File: config.mk
export PLATFORM = sky130hd
export DESIGN_NAME = blast_scheduler
export DESIGN_NICKNAME = d
export VERILOG_FILES = /design/src/rtl/map_pkg.sv /design/src/rtl/rr_arb2.sv /design/src/rtl/blast_scheduler.sv
export SDC_FILE = /design/constraint.sdc
export NUM_CORES = 1
export LEC_CHECK = 0
export CAP_MARGIN = 20
export CORE_UTILIZATION = 45
export CTS_CLUSTER_SIZE = 20
export DETAILED_ROUTE_END_ITERATION = 10
export GPL_TIMING_DRIVEN = 0
export PLACE_DENSITY_LB_ADDON = 0.1
export RECOVER_POWER = 50
export SLEW_MARGIN = 10
export SYNTH_ARGS = -nofsm -noshare
export SYNTH_HDL_FRONTEND = slang
export SYNTH_SLANG_ARGS = --single-unit
File: constraint.sdc
create_clock -name clk_i -period 5.3 [get_ports clk_i]
set_input_delay 0.53 -clock clk_i [delete_from_list [all_inputs] [get_ports clk_i]]
set_output_delay 0.53 -clock clk_i [all_outputs]
set_load 0.01 [all_outputs]
File: src/rtl/map_pkg.sv
// map_pkg: playfield geometry, tile codes and blast direction types
package map_pkg;
  localparam int MAP_W = 20;
  localparam int MAP_H = 15;
  localparam int MAP_TILES = MAP_W * MAP_H;
  typedef logic [8:0] tile_idx_t;
  typedef enum logic [2:0] {
    T_EMPTY = 3'd0,
    T_WALL  = 3'd1,
    T_BRICK = 3'd2,
    T_BASE0 = 3'd3,
    T_BASE1 = 3'd4
  } tile_e;
  typedef enum logic [1:0] {D_UP, D_DOWN, D_LEFT, D_RIGHT} dir_e;
endpackage

File: src/rtl/rr_arb2.sv
// rr_arb2: 2-way round-robin arbiter; ports: clk_i, rst_ni, req_i, adv_i (commit grant), gnt_o
module rr_arb2 (
  input  logic       clk_i,
  input  logic       rst_ni,
  input  logic [1:0] req_i,
  input  logic       adv_i,
  output logic [1:0] gnt_o
);
  logic last_q;
  assign gnt_o[0] = req_i[0] & (~req_i[1] | last_q);
  assign gnt_o[1] = req_i[1] & (~req_i[0] | ~last_q);
  always_ff @(posedge clk_i or negedge rst_ni)
    if (!rst_ni) last_q <= 1'b1;
    else if (adv_i && |req_i) last_q <= gnt_o[1];
endmodule

File: src/rtl/blast_scheduler.sv
// blast_scheduler: serialises two players' blast requests into cross-pattern probes/clears of the tile map; ports: req/ack handshake per player, err/base_hit/busy status, map read (rd_idx_o/rd_data_i) and write (wr_*) ports
module blast_scheduler
  import map_pkg::*;
#(
  parameter int RADIUS = 2,
  parameter int IDX_W  = 9,
  parameter int TILE_W = 3
) (
  input  logic              clk_i,
  input  logic              rst_ni,
  input  logic [1:0]        req_i,
  input  logic [IDX_W-1:0]  req_idx0_i,
  input  logic [IDX_W-1:0]  req_idx1_i,
  output logic [1:0]        ack_o,
  output logic [3:0]        cleared_cnt_o,
  output logic              err_o,
  output logic [1:0]        base_hit_o,
  output logic              busy_o,
  output logic [IDX_W-1:0]  rd_idx_o,
  input  logic [TILE_W-1:0] rd_data_i,
  output logic              wr_en_o,
  output logic [IDX_W-1:0]  wr_idx_o,
  output logic [TILE_W-1:0] wr_data_o
);
  typedef enum logic [2:0] {S_IDLE, S_CENTER, S_PROBE, S_WRITE, S_DONE} state_e;
  state_e state_q, state_d;
  dir_e dir_q, dir_d;
  logic [2:0] dist_q, dist_d;
  logic [3:0] row_q, row_d, cnt_q, cnt_d;
  logic [4:0] col_q, col_d;
  logic [1:0] gnt_q, gnt_d, base_q, base_d, gnt;
  logic err_q, err_d, adv, inb, fin;
  logic [IDX_W-1:0] rd_idx_q, sel_idx, probe_idx;
  logic signed [6:0] dd, tr, tc;
  rr_arb2 u_arb (.clk_i(clk_i), .rst_ni(rst_ni), .req_i(req_i), .adv_i(adv), .gnt_o(gnt));
  // dist 0 addresses the centre, so CENTER and PROBE share one address path
  assign dd = 7'(dist_q);
  assign tr = 7'(row_q) + (dir_q == D_UP ? -dd : dir_q == D_DOWN ? dd : 7'sd0);
  assign tc = 7'(col_q) + (dir_q == D_LEFT ? -dd : dir_q == D_RIGHT ? dd : 7'sd0);
  assign inb = !tr[6] && !tc[6] && tr[5:0] < 6'(MAP_H) && tc[5:0] < 6'(MAP_W);
  assign probe_idx = IDX_W'(32'(tr[5:0]) * MAP_W + 32'(tc[5:0]));
  assign sel_idx = gnt[1] ? req_idx1_i : req_idx0_i;
  always_comb begin
    state_d = state_q;
    dir_d   = dir_q;
    dist_d  = dist_q;
    row_d   = row_q;
    col_d   = col_q;
    gnt_d   = gnt_q;
    err_d   = err_q;
    cnt_d   = cnt_q;
    base_d  = 2'b00;
    adv     = 1'b0;
    fin     = 1'b0;
    case (state_q)
      S_IDLE: if (|req_i) begin
        adv     = 1'b1;
        gnt_d   = gnt;
        row_d   = 4'(32'(sel_idx) / MAP_W);
        col_d   = 5'(32'(sel_idx) % MAP_W);
        cnt_d   = '0;
        dir_d   = D_UP;
        dist_d  = '0;
        err_d   = 32'(sel_idx) >= MAP_TILES;
        state_d = err_d ? S_DONE : S_CENTER;
      end
      S_CENTER: begin
        base_d  = {rd_data_i == TILE_W'(T_BASE1), rd_data_i == TILE_W'(T_BASE0)};
        state_d = rd_data_i == TILE_W'(T_BRICK) ? S_WRITE : S_PROBE;
        dist_d  = rd_data_i == TILE_W'(T_BRICK) ? dist_q : 3'd1;
      end
      S_PROBE: begin
        base_d  = inb ? {rd_data_i == TILE_W'(T_BASE1), rd_data_i == TILE_W'(T_BASE0)} : 2'b00;
        state_d = inb && rd_data_i == TILE_W'(T_BRICK) ? S_WRITE : S_PROBE;
        dist_d  = dist_q + 3'd1;
        fin     = !inb || (rd_data_i == TILE_W'(T_EMPTY) ? dist_q == 3'(RADIUS)
                                                        : rd_data_i != TILE_W'(T_BRICK));
      end
      S_WRITE: begin
        cnt_d   = cnt_q == 4'hf ? cnt_q : cnt_q + 4'd1;
        state_d = S_PROBE;
        dist_d  = 3'd1;
        fin     = dist_q != 3'd0;
      end
      default: state_d = S_IDLE;
    endcase
    if (fin) begin
      state_d = dir_q == D_RIGHT ? S_DONE : S_PROBE;
      dir_d   = dir_e'(dir_q + 2'd1);
      dist_d  = 3'd1;
    end
  end
  always_ff @(posedge clk_i or negedge rst_ni)
    if (!rst_ni) begin
      state_q  <= S_IDLE;
      dir_q    <= D_UP;
      dist_q   <= '0;
      row_q    <= '0;
      col_q    <= '0;
      gnt_q    <= '0;
      err_q    <= 1'b0;
      cnt_q    <= '0;
      base_q   <= '0;
      rd_idx_q <= '0;
    end else begin
      state_q  <= state_d;
      dir_q    <= dir_d;
      dist_q   <= dist_d;
      row_q    <= row_d;
      col_q    <= col_d;
      gnt_q    <= gnt_d;
      err_q    <= err_d;
      cnt_q    <= cnt_d;
      base_q   <= base_d;
      rd_idx_q <= rd_idx_o;
    end
  // rd_idx_q holds the last probed index, which is also the brick being cleared in WRITE
  assign rd_idx_o      = state_q == S_CENTER || (state_q == S_PROBE && inb) ? probe_idx : rd_idx_q;
  assign wr_en_o       = state_q == S_WRITE;
  assign wr_idx_o      = rd_idx_q;
  assign wr_data_o     = '0;
  assign busy_o        = state_q != S_IDLE;
  assign ack_o         = state_q == S_DONE ? gnt_q : 2'b00;
  assign err_o         = state_q == S_DONE && err_q;
  assign base_hit_o    = base_q;
  assign cleared_cnt_o = cnt_q;
endmodule

-- Word-level counts from Yosys, hierarchy flattened
Index checks and enable logic that the tools add are counted.
- add/subtract/negate cells: 7
- $mul: 1
- divide/modulo/power cells: 2
- magnitude comparators: 3
- equality and inequality tests: 17
- shifts and indexed selects: 0
- muxes and demuxes: 30
- bitwise logic cells: 7
- reductions and logical operators: 26
- operators with widths (kind ; count):
    $div A9 B5 Y32 const B ; 1
    $mod A9 B5 Y32 const B ; 1
    $mux W3 ; 9
    $pmux W3 S4 ; 2
    $mux W9 ; 2
    $eq A3 B2 Y1 const B ; 5
    $mux W7 ; 2
    $mux W2 ; 5
    $add A9 B6 Y9 ; 1
    $ge A9 B9 Y1 const B ; 1
    $mux W4 ; 2
    $pmux W4 S2 ; 1
    $add A4 B7 Y7 ; 1
    $add A5 B7 Y7 ; 1
    $logic_and A1 B1 Y1 ; 7
    $mul A6 B3 Y7 const B ; 1
    $neg A3 Y7 ; 1
    $eq A3 B3 Y1 const B ; 2
    $logic_not A3 Y1 ; 2
    $lt A6 B4 Y1 const B ; 1
    $lt A6 B5 Y1 const B ; 1
    $ne A3 B3 Y1 const B ; 2
    $reduce_and A3 Y1 ; 2
    $reduce_bool A2 Y1 ; 3
    other kinds (22) ; 37
- flip-flop bits (word level): 36
- bits in latches: 0
- bits in writable memories: 0
- bits in read-only memories: 0
- memories: 0

-- Logic depth before layout (Yosys ltp)
Gate-level depths: netlist of run 1.
- depth after elaboration: 13
- gate-level depth with buffers: 22
- mapped depth without buffers: 20

-- Modules after synthesis
A second synthesis of run 1 with hierarchy kept.
- cell total of the unflattened synthesis: 387
- area total of the unflattened synthesis: 3522.1 um^2
- by module, submodules not included (module ; times used ; cells each ; area each (um^2) ; sequential area each (um^2)):
    blast_scheduler ; 1 ; 381 ; 3465.8 ; 875.8
    rr_arb2 ; 1 ; 6 ; 56.3 ; 26.3

-- Worst setup path before layout of run 1
OpenSTA, ideal clock, no wires.
- kind: input to register
- start: input port req_i[1]
- end: register row_q[0]
- library setup time: 0.125 ns
- arrival time: 4.332 ns
- required time: 5.175 ns
- setup slack: 0.844 ns
- cell stages on the path: 21
- path buffers: 2
- path through: a21bo_1 -> buf_6 -> buf_2 -> nor3_1 -> nor2_1 -> ha_1 -> o21bai_1 -> a21oi_1 -> a22o_1 -> a21oi_1 -> a221oi_1 -> o31ai_2 -> o31a_2 -> a41o_1 -> inv_1 -> ha_1 -> nand2_1 -> or3b_1 -> mux2i_1 -> or3_1 -> mux2_2
- longest elaborated chain between the ends: 3
- elaborated cells on any way between the ends: 5
- classes of those cells: 1 x div; 1 x mux; 1 x bitwise; 2 x reduce/logical
- RTL lines (item ; line ; RTL):
    start, declared ; blast_scheduler.sv:11 ; input logic [1:0] req_i,
    $and A1 B1 Y1 ; rr_arb2.sv:11 ; assign gnt_o[1] = req_i[1] & (~req_i[0] | ~last_q);
    $mux W9 ; blast_scheduler.sv:42 ; assign sel_idx = gnt[1] ? req_idx1_i : req_idx0_i;
    $div A9 B5 Y32 ; blast_scheduler.sv:59 ; row_d = 4'(32'(sel_idx) / MAP_W);
    end signal, assigned ; blast_scheduler.sv:109 ; row_q <= row_d;
    end, declared ; blast_scheduler.sv:29 ; logic [3:0] row_q, row_d, cnt_q, cnt_d;
Several ways; a longest one is shown, not always the timed one.
A chain may end at the register's enable or synchronous reset.

-- Worst setup path after layout of run 1
- start: register dist_q[0]
- end: output port rd_idx_o[8]
- longest elaborated chain between the ends: 10
- elaborated cells on any way between the ends: 19
- classes of those cells: 4 x add/sub; 1 x mul; 2 x order compare; 5 x mux; 7 x reduce/logical
- RTL lines (item ; line ; RTL):
    start, declared ; blast_scheduler.sv:28 ; logic [2:0] dist_q, dist_d;
    start signal, assigned ; blast_scheduler.sv:108 ; dist_q <= dist_d;
    parallel branches: the longest is 9 deep, another holds $add A9 B6 Y9 ; -- ;
    $mux W9 * ; blast_scheduler.sv:118 ; assign rd_idx_o = state_q == S_CENTER || (state_q == S_PROBE && inb) ? probe_idx : rd_idx_q;
    end, declared ; blast_scheduler.sv:19 ; output logic [IDX_W-1:0] rd_idx_o,
Mark *: on every way between the ends.

==> parameters.txt, run 1 <==
Parameter                              Value

Place
  GPL Wtd Cong ... 0.9525
  HPWL after DPL ... between 7 and 8 mm
  Count of input and output buffers ... between 50 and 60

Timing
  Maximum clock rate ... approximately 0.20 GHz
  Setup repair after global routing missed its margin ... true
  Max transition margin ... -24.48%
  Min cycle time layout ... between 5 and 6 ns
  Transition time of the tightest slew-check pin ... 1.867 ns
  Skew final ... between 0.015 and 0.02 ns
  Final cycle utilization of the critical path ... between 90% and 100%
  Final sum of negative setup slack ... 0 ns
  Count of final max-slew check failures ... 35
  Final setup fails ... 0
  Fin. Hold Viols ... 0

Cells and area
  Filler cell count ... 702
  Share of final-layout standard cells stronger than drive strength 1 ... approximately 14%
  Layout overhead on the synthesized area ... 25.83%
  Antenna diodes ... 0
  Final net count ... around 560

Logic synthesis
  Share of the synthesized netlist area taken by xor and xnor gates ... approximately 4.2%
  Largest family of logic cells by synthesized area ... compound AO/OA/AOI/OAI gates
  Post-synth EDFFs ... 0
  Most used DFF post-synth ... dfrtp_1
  Arithmetic-cell share of the synthesized area counting full adders, half adders and majority gates ... 13.44%
  Share of cell area taken by muxes after synthesis ... between 7 and 8%
  Number of library cell types mapped by synthesis ... slightly above 70
  Fraction of the yosys area taken by sequential cells ... between 20 and 30%
  Synthesized-area fraction occupied by ao, oa, aoi and oai cells ... between 20% and 30%
  Simple-gate portion of the synthesized area ... a little under a fifth
  Combined area of all synthesized cells ... 3575 sq um
  Avg Inst Size Synth ... 8.294 sq um
  Synthesized instance count ... approximately 430
  Register bit count reported by yosys ... 36
  Async SR Flop Fraction ... 100.0%
  Count of warnings emitted by yosys ... 0

Route
  Length of the first detailed-routing pass in iterations ... 4
  Count of nets left with antenna violations after detail routing ... 0
  Vias after detailed routing ... 3402
  Routed via count divided by cell count ... between 5 and 6
  # DRC ... 0
  Wire length reported by the detailed router ... ~9 mm
  Starting DRT DRC Count ... 195
  Wirelength per Cell ... 14.97 um

Clock tree
  Clock tree sinks ... 36
  Clock Latency Late Sink ... about 0.3 ns
  Largest buffer count on any clock path ... 2
  Cell at the root of the clock tree ... clkbuf_8
  Num CTS Buffers ... 5
  Clock tree from TritonCTS ... yes
  H-tree level count ... 2
  Clock transition at path regs ... ~0.080 ns
  Number of hold buffers added after cts ... 0

Worst setup path
  Type of origin of the critical path ... flop
  Crit path required time ... roughly 4.8 ns
  Worst setup path class ... flop to output pin
  Type of element capturing the critical path ... output pin
  Critical-path maximum fanout ... 6
  Number of cells traversed by the worst register-to-register path ... 22
  Arrival time of data at the critical path endpoint ... roughly 4.6 ns

Floorplan
  Cell Rows ... 32
  Core ar. ... between 7000 and 8000 sq um
  Die X-Extent ... roughly 91 um
  Effective utilization at floorplan ... between 40% and 50%
  Full die area ... a little over 8000 sq um
  I/O Pins ... 57
  Die height ... approximately 90 um

Global route
  Number of antenna violations at the first check in global routing ... 0
  Pin count of the biggest net entering global routing ... 35
  Vias in the first global route ... 3174
  Total track usage ... a little over a fifth
  GRT overflow ... 0
  Global-route wire length before repair ... 14.61 mm

Run
  MaxCap Viol Count ... 1

Status
  Result of the run ... finished with violations
  Violated checks ... capacitance limit, slew limit

Worst hold path
  Type of the worst min-delay path ... input port to asynchronous set/reset pin
[Yosys cell counts (all sizes together), types with 9 or more instances]
master  instances  area share [%]
buf             9             1.7
ha             32              11
nand2          51             5.4
a21oi          26             3.7
mux2i           9             2.5
nor2           36             3.9
o21ai          35             4.9
nor3           11             1.5
dfrtp          35              25
mux2           14             4.6
inv            27             2.8
a31oi          10             1.9
nor2b          10             1.8
xor2            9             2.2
[area by class of cell]
cell class	instances	area, sq um	share of cell area (%)
Clock buffer	6	72.57	1.613
Multi-Input combinational cell	353	2616	58.16
Clock inverter	2	16.27	0.3616
Timing Repair Buffer	58	563.0	12.52
Buffer	17	97.59	2.170
Sequential cell	36	903.4	20.08
Tap cell	102	127.6	2.837
Inverter	27	101.3	2.253
[state kept, by name (all words and copies together), names as in the netlist, 2 cells and up]
register / count
row_q: 4
dir_q: 2
gnt_q: 2
col_q: 5
dist_q: 3
cleared_cnt_o: 4
base_hit_o: 2
wr_idx_o: 9
state_q: 3
[path summary, 6_finish.rpt]
check | startpoint | end | slack [ns]
worst max-delay path | dist_q[0]$_DFFE_PN0P_ | rd_idx_o[8] | 0.21
worst min-delay path | rst_ni | wr_idx_o[7]$_DFF_PN0_ | 0.03
worst max register to register | u_arb.last_q$_DFFE_PN1P_ | col_q[3]$_DFFE_PN0P_ | 0.40
worst min register to register | err_q$_DFFE_PN0P_ | err_q$_DFFE_PN0P_ | 0.48
max in group asynchronous | rst_ni | dist_q[1]$_DFFE_PN0P_ | 3.16
min in group clk_i | err_q$_DFFE_PN0P_ | err_q$_DFFE_PN0P_ | 0.48
[metrics by stage]
stage,setup slack [ns],hold WS [ns],cells,area [sq um],util (%)
2_1_floorplan,0.8437,0.2344,433,3582,-
3_3_place_gp,-0.3481,0.4648,588,4240,55.16
3_5_place_dp,-0.3637,0.3425,589,4255,55.35
4_1_cts,0.03744,0.02638,597,4372,56.87
5_1_grt,-0.02296,0.03910,601,4498,58.51
6_report,0.2110,0.02820,601,4498,58.51
[cell families after synthesis]
logic type,after synthesis
other,1
buffers and inverters,44
AO/OA/AOI/OAI,134
flip-flops,36
multiplexers,23
adder cells (fa/ha/maj),36
XOR/XNOR,17
AND/OR/NAND/NOR,140
[worst max-delay path, stage by stage (launching register included)]
cell and delay [ns]:
dfrtp_1 0.37, inv_1 0.11, ha_1 0.21, ha_1 0.29, nand2_1 0.07, o21ai_0 0.11, ha_1 0.35, a21oi_2 0.08
o21a_1 0.18, or3_1 0.32, nand3_2 0.12, inv_1 0.06, ha_1 0.33, ha_4 0.30, xor2_2 0.20, nand3_2 0.12
xnor2_2 0.15, xnor2_1 0.14, mux2_2 0.28, clkdlybuf4s50_1 0.48
[layer usage]
layer | track usage [%] | part of all wire (%) | vias to the layer above
met4 | 8.069 | 1.4 | 0
met3 | 2.764 | 3.2 | 12
li1 | - | - | 1701
met1 | 28.81 | 47 | 1602
met2 | 36.05 | 48 | 87
met5 | 0 | 0 | -
[layout by cell type (no fill, tap or decap), drive strengths merged, types with 5 or more instances in the layout]
master          n
nand2          51
clkdlybuf4s50  37
nor2           36
dfrtp          35
o21ai          35
ha             32
inv            27
a21oi          26
clkbuf         17
mux2           14
dlygate4sd3    13
buf            12
nor3           11
nor2b          10
a31oi          10
mux2i           9
xor2            9
xnor2           8
and3            7
o211ai          6
a21o            5
o21bai          5
nand2b          5
nand4           5
[what timing repair did]
item                       in CTS  in global routing
buffers inserted                0                  4
pin swaps                       0                  6
setup endpoints to repair      11                 11
resized for setup               6                 28
Power of run 1 is left out: the tool's default activity adds up to more than one toggle a clock period on the data nets, which glitch-free logic cannot reach.
==> run 2: changes to the inputs <==
GPL_TIMING_DRIVEN = default   (was 0)
==> run 2 against run 1 <==
Compared with the run above:
- the run still ends with capacitance limit, slew limit left
- critical path depth unchanged
- global-route usage about the same
- via count decreased by 1.6%
- first-iteration DRC count decreased by 5.6%
- utilization decreased by 0.63 points
- flip-flop and latch count unchanged
- critical path type unchanged
==> parameters.txt, run 2 (synthesized netlist as in run 1, its figures left out) <==
Parameter                              Value

Timing
  Final cycle utilization of the critical path ... between 90% and 100%
  Transition time of the tightest slew-check pin ... ~2.0 ns
  Fin. Hold Viols ... 0
  Skew final ... 0.01230 ns
  Count of final max-slew check failures ... 37
  Maximum clock rate ... between 0.15 and 0.2 GHz
  Min cycle time layout ... 5.096 ns
  Final sum of negative setup slack ... 0 ns
  Setup repair after global routing missed its margin ... true
  Final setup fails ... 0
  Max transition margin ... -30.06%

Route
  Count of nets left with antenna violations after detail routing ... 0
  Vias after detailed routing ... 3346
  Length of the first detailed-routing pass in iterations ... 4
  Starting DRT DRC Count ... ~180
  Routed via count divided by cell count ... about 5.7
  Wire length reported by the detailed router ... about 8.5 mm
  # DRC ... 0
  Wirelength per Cell ... roughly 14 um

Cells and area
  Final net count ... between 500 and 600
  Share of final-layout standard cells stronger than drive strength 1 ... around an eighth
  Antenna diodes ... 0
  Top library cells by usage in the layout, fill and taps aside ... nand2_1 (51), clkdlybuf4s50_1 (42), nor2_1 (34)
  Most frequent standard cell in the layout excluding fill and tap cells ... nand2_1
  Fraction of the core area covered by cells at the end of the flow ... between 50% and 60%
  Number of flip-flops under the largest register name ... 9
  Layout overhead on the synthesized area ... 24.47%

Worst setup path
  Most prevalent standard cell on the critical path ... ha_1
  Worst setup path class ... flop to output pin
  Type of origin of the critical path ... flop
  Arrival time of data at the critical path endpoint ... 4.57 ns
  Crit-path cells ... inv_1, ha_4, ha_1, nand2_1, o21ai_0, ha_1, a21oi_1, o21a_1, or3_1, nand3_2, inv_1, ha_1, ha_4, xor2_2, nand3_1, xnor2_2, xnor2_1, mux2_2, clkdlybuf4s50_1
  Critical-path maximum fanout ... 6
  Type of element capturing the critical path ... output pin
  Crit-path max cell delay ... around 0.47 ns
  Crit path required time ... 4.77 ns
  CP max stage cell ... clkdlybuf4s50_1

Floorplan
  Die height ... between 90 and 100 um
  I/O Pins ... 57
  Die X-Extent ... 91.13 um
  Core ar. ... just under 8000 sq um
  Effective utilization at floorplan ... 46.50%
  Full die area ... about 8300 sq um
  Cell Rows ... 32

Place
  GPL Wtd Cong ... between 0.9 and 1
  Count of input and output buffers ... 53
  HPWL after DPL ... between 6 and 7 mm

Clock tree
  Clock Latency Late Sink ... 0.29 ns
  Postcts setup bufs ... 0
  Cell at the root of the clock tree ... clkbuf_8
  Num CTS Buffers ... 5
  Largest buffer count on any clock path ... 2
  H-tree level count ... 2
  Clock transition at path regs ... around 0.080 ns
  Clock tree sinks ... 36
  Clock tree from TritonCTS ... yes
  Number of hold buffers added after cts ... 0

Pwr
  Leakage power summed over all cells ... between 0.0015 and 0.002 uW
  Max IR drop VDD ... about 480 uV
  Power density of the placed cells ... 843.9 nW/um^2

Global route
  Vias in the first global route ... ~3100
  Pin count of the biggest net entering global routing ... 37
  GRT overflow ... 0
  Global-route wire length before repair ... between 10 and 15 mm
  Number of antenna violations at the first check in global routing ... 0
  Total track usage ... 21.66%

Status
  Result of the run ... finished with violations
  Violated checks ... capacitance limit, slew limit

Run
  MaxCap Viol Count ... 1

Worst hold path
  Type of the worst min-delay path ... flop to flop
==> run 2: report_power, final <==
| group | internal, uW | switching (uW) | total (uW) |
|---|---|---|---|
| Combinational | 1520 | 1490 | 3010 |
| Sequential | 406 | 101 | 507 |
| Clock | 139 | 102 | 242 |
| Total | 2060 | 1690 | 3750 |
==> run 2: routing by layer <==
layer / share of wire (%) / global-route usage (%) / up-vias
met5: 0 / 0 / -
met4: 0.80 / 4.365 / 0
met3: 4.2 / 2.764 / 4
met2: 47 / 35.67 / 86
met1: 48 / 30.47 / 1574
li1: - / - / 1682
==> run 2: area by class of cell <==
class	instances	area, sq um
clock inverters	3	42.54
well taps	102	127.6
fillers	725	3238
clock buffers	5	68.82
multi-input cells	353	2580
repair buffers	66	624.3
inverters	27	101.3
flip-flops and latches	36	904.6
==> run 2: stage by stage <==
stage               instance area, sq um  power [uW]  setup slack, ns  std cells  hold WS (ns)
floorplan                           3582        2508           0.8437        433        0.2344
detailed placement                  4247        3338           0.1483        584        0.4671
CTS                                 4360        3609        0.0008260        592        0.4846
global placement                    4247        3287           0.3082        584        0.4593
finish                              4449        3755           0.2041        592        0.4800
global route                        4449        4177         -0.05934        592        0.5107
==> run 2: worst paths after layout <==
check,startpoint,to,slack (ns),depth (start not counted)
setup / recovery,dist_q[1]$_DFFE_PN0P_,rd_idx_o[8],0.20,19
hold / removal,err_q$_DFFE_PN0P_,err_q$_DFFE_PN0P_,0.48,2
setup reg to reg,u_arb.last_q$_DFFE_PN1P_,col_q[3]$_DFFE_PN0P_,0.77,20
hold reg to reg,err_q$_DFFE_PN0P_,err_q$_DFFE_PN0P_,0.48,2
max in group asynchronous,rst_ni,dir_q[0]$_DFFE_PN0P_,2.70,2
min in group asynchronous,rst_ni,wr_idx_o[1]$_DFF_PN0_,1.33,2
==> run 2: repair_timing <==
item                                    in CTS  in global routing
gates resized for setup                      2                 19
pin swaps                                    0                  1
endpoints found under the setup margin       1                 10
==> run 2: worst max-delay path: cells and delay by family, from the launching register on <==
family / cells / cell delay [ns]
AO/OA/AOI/OAI: 3 / 0.42
buffers and inverters: 3 / 0.61
adder cells (fa/ha/maj): 5 / 1.40
flip-flops: 1 / 0.42
multiplexers: 1 / 0.28
AND/OR/NAND/NOR: 4 / 0.66
XOR/XNOR: 3 / 0.46
Power figures use the tool's default switching activity.
==> run 3: changes to the inputs <==
CELL_PAD_IN_SITES_DETAIL_PLACEMENT = 0   (was default)
CELL_PAD_IN_SITES_GLOBAL_PLACEMENT = 1   (was default)
CORE_UTILIZATION = 41   (was 45)
==> run 3 against run 2 <==
Compared with the run above:
- sequential power barely moved
- worst hold slack about the same
- count of clock-buffer cells in the layout unchanged
- maximum frequency increased by 0.35%
- the run still ends with capacitance limit, slew limit left
- via count increased by 0.93%
- combinational power rose by 2%
- design area is 1.9% higher
- largest cell class unchanged
- critical path type unchanged
==> parameters.txt, run 3 (synthesized netlist as in run 1, its figures left out) <==
Parameter                              Value

Floorplan
  Die height ... ~95 um
  Core ar. ... between 8000 and 9000 sq um
  Full die area ... 9096 sq um
  Die X-Extent ... roughly 95 um
  Cell Rows ... 33
  Effective utilization at floorplan ... 42.86%
  I/O Pins ... 57

Global route
  GRT overflow ... 0
  Number of antenna violations at the first check in global routing ... 0
  Vias in the first global route ... between 3000 and 4000
  Global-route wire length before repair ... roughly 15 mm
  Total track usage ... a little over a fifth
  Pin count of the biggest net entering global routing ... 37

Worst setup path
  Arrival time of data at the critical path endpoint ... between 4 and 5 ns
  Endpoint of the most critical register-to-register path ... col_q[3]$_DFFE_PN0P_
  Type of origin of the critical path ... flop
  Critical-path maximum fanout ... 3
  CP max stage cell ... clkdlybuf4s50_1
  Most prevalent standard cell on the critical path ... ha_1
  Number of cells traversed by the worst register-to-register path ... 20
  Worst reg2reg startpoint ... u_arb.last_q$_DFFE_PN1P_
  Category of cells accounting for the largest share of critical-path delay ... adder cells
  Worst setup slack for register-to-register paths ... roughly 0.8 ns
  Worst setup path startpoint ... dist_q[1]$_DFFE_PN0P_
  Crit-path cells ... inv_1, ha_1, ha_1, nand2_1, o21ai_0, ha_1, nor2b_1, o21ai_2, and3_4, nor2_2, ha_1, ha_1, a21o_1, a21oi_2, xor2_1, xnor2_2, xnor2_1, mux2_2, clkdlybuf4s50_1
  Type of element capturing the critical path ... output pin
  Instance count on the critical path ... 19
  Worst setup path class ... flop to output pin
  Buffers and inverters on the worst path ... 2
  Crit path required time ... about 4.8 ns
  Capture point of the worst path ... rd_idx_o[8]
  Crit-path max cell delay ... ~0.52 ns

Place
  HPWL after DPL ... approximately 7 mm
  GPL Wtd Cong ... ~0.86
  Count of input and output buffers ... 53
  Cell total after placement ... ~600

Timing
  Final sum of negative setup slack ... 0 ns
  Skew final ... ~0.011 ns
  Transition time of the tightest slew-check pin ... slightly below 2 ns
  Max transition margin ... -30.88%
  Final cycle utilization of the critical path ... around 96%
  Count of final max-slew check failures ... 37
  Fin. Hold Viols ... 0
  Setup repair after global routing missed its margin ... false
  Min cycle time layout ... 5.078 ns
  Final setup fails ... 0
  Maximum clock rate ... around 0.20 GHz

Status
  Violated checks ... capacitance limit, slew limit
  Result of the run ... finished with violations

Pwr
  Internal power consumption ... roughly 2200 uW
  Max IR drop VDD ... 446.3 uV
  Sequential fraction of design power ... around an eighth
  Portion of total power attributed to the clock network ... under 10%
  Leakage power summed over all cells ... ~0.0020 uW
  PnR Total Power ... 3930 uW
  Switching power ... around 1700 uW
  Power density of the placed cells ... around 870 nW/um^2
  Sw Share ... approximately 44%
  Relative contribution of combinational cells to total power ... about 80%

Route
  Wire length reported by the detailed router ... approximately 9.2 mm
  # DRC ... 0
  Count of nets left with antenna violations after detail routing ... 0
  Starting DRT DRC Count ... 123
  Vias after detailed routing ... roughly 3400
  Length of the first detailed-routing pass in iterations ... 6
  Routed via count divided by cell count ... around 5.6
  Wirelength per Cell ... 15.30 um

Clock tree
  Clock tree sinks ... 36
  Number of hold buffers added after cts ... 0
  Cell at the root of the clock tree ... clkbuf_8
  Clock Latency Late Sink ... around 0.29 ns
  Largest buffer count on any clock path ... 2
  H-tree level count ... 2
  Clock tree from TritonCTS ... yes
  Clock transition at path regs ... roughly 0.080 ns
  Num CTS Buffers ... 5

Run
  MaxCap Viol Count ... 1

Cells and area
  Most frequent standard cell in the layout excluding fill and tap cells ... nand2_1
  Antenna diodes ... 0
  Layout overhead on the synthesized area ... 26.81%
  Top library cells by usage in the layout, fill and taps aside ... nand2_1 (51), clkdlybuf4s50_1 (39), nor2_1 (34)
  Post-route non-filler standard cell count ... 602
  Final net count ... 557
  Filler cell count ... about 800
  Number of flip-flops under the largest register name ... 9
  Fraction of the core area covered by cells at the end of the flow ... a little over half
  Share of final-layout standard cells stronger than drive strength 1 ... between 10 and 15%

Worst hold path
  Type of the worst min-delay path ... flop to flop
==> run 3: layout make-up <==
cell class	instances	area [sq um]	area share (%)
multi-input combinational	353	2562	56.53
sequential	36	904.6	19.96
timing repair buffer	73	674.4	14.88
tap	105	131.4	2.898
inverter	27	101.3	2.236
clock inverter	3	90.09	1.987
clock buffer	5	68.82	1.518
==> run 3: worst min path at each step <==
stage                         startpoint                       to  slack, ns  depth (start not counted)
floorplan                         rst_ni  base_hit_o[0]$_DFF_PN0_       0.23                          0
global placement       err_q$_DFFE_PN0P_        err_q$_DFFE_PN0P_       0.46                          2
detailed placement     err_q$_DFFE_PN0P_        err_q$_DFFE_PN0P_       0.47                          2
CTS                               rst_ni    wr_idx_o[7]$_DFF_PN0_       0.36                          1
global route        row_q[3]$_DFFE_PN0P_     row_q[3]$_DFFE_PN0P_       0.54                          2
finish                 err_q$_DFFE_PN0P_        err_q$_DFFE_PN0P_       0.48                          2
==> run 3: timing repair <==
item | 4_1_cts | 5_1_grt
endpoints found under the setup margin | 1 | 9
resized for setup | 2 | 19
pin swaps | 0 | 3
setup buffers | 0 | 3
==> run 3: worst register-to-register path, delay by kind of cell (launching register included) <==
kind	cells	cell delay [ns]
AOI/OAI and AO/OA	11	2.30
adders and majority gates	2	0.41
buffers and inverters	1	0.07
DFF	1	0.56
muxes	1	0.20
and+or+nand+nor	5	0.83
==> run 3: power by group through the flow <==
stage | Sequential, uW | Combinational (uW) | Clock (uW)
2_1_floorplan | 499 | 2010 | 0
3_5_place_dp | 516 | 2850 | 0
5_1_grt | 526 | 3440 | 362
3_3_place_gp | 508 | 2820 | 0
4_1_cts | 511 | 2890 | 349
6_report | 507 | 3080 | 342
==> run 3: routing by layer <==
metal | global-route usage [%] | share of wire [%] | vias to the layer above
met2 | 35.36 | 48 | 87
met4 | 4.726 | 0.45 | 0
li1 | - | - | 1695
met3 | 2.951 | 4.4 | 2
met1 | 28.27 | 47 | 1593
met5 | 0 | 0 | -
==> run 3: metrics by stage <==
step	setup WS, ns	hold slack (ns)	cell area [sq um]
detailed placement	0.1435	0.4667	4275
finish	0.2221	0.4796	4533
CTS	0.001782	0.3614	4437
global route	0.008022	0.5415	4533
floorplan	0.8437	0.2344	3582
global placement	0.3171	0.4600	4275
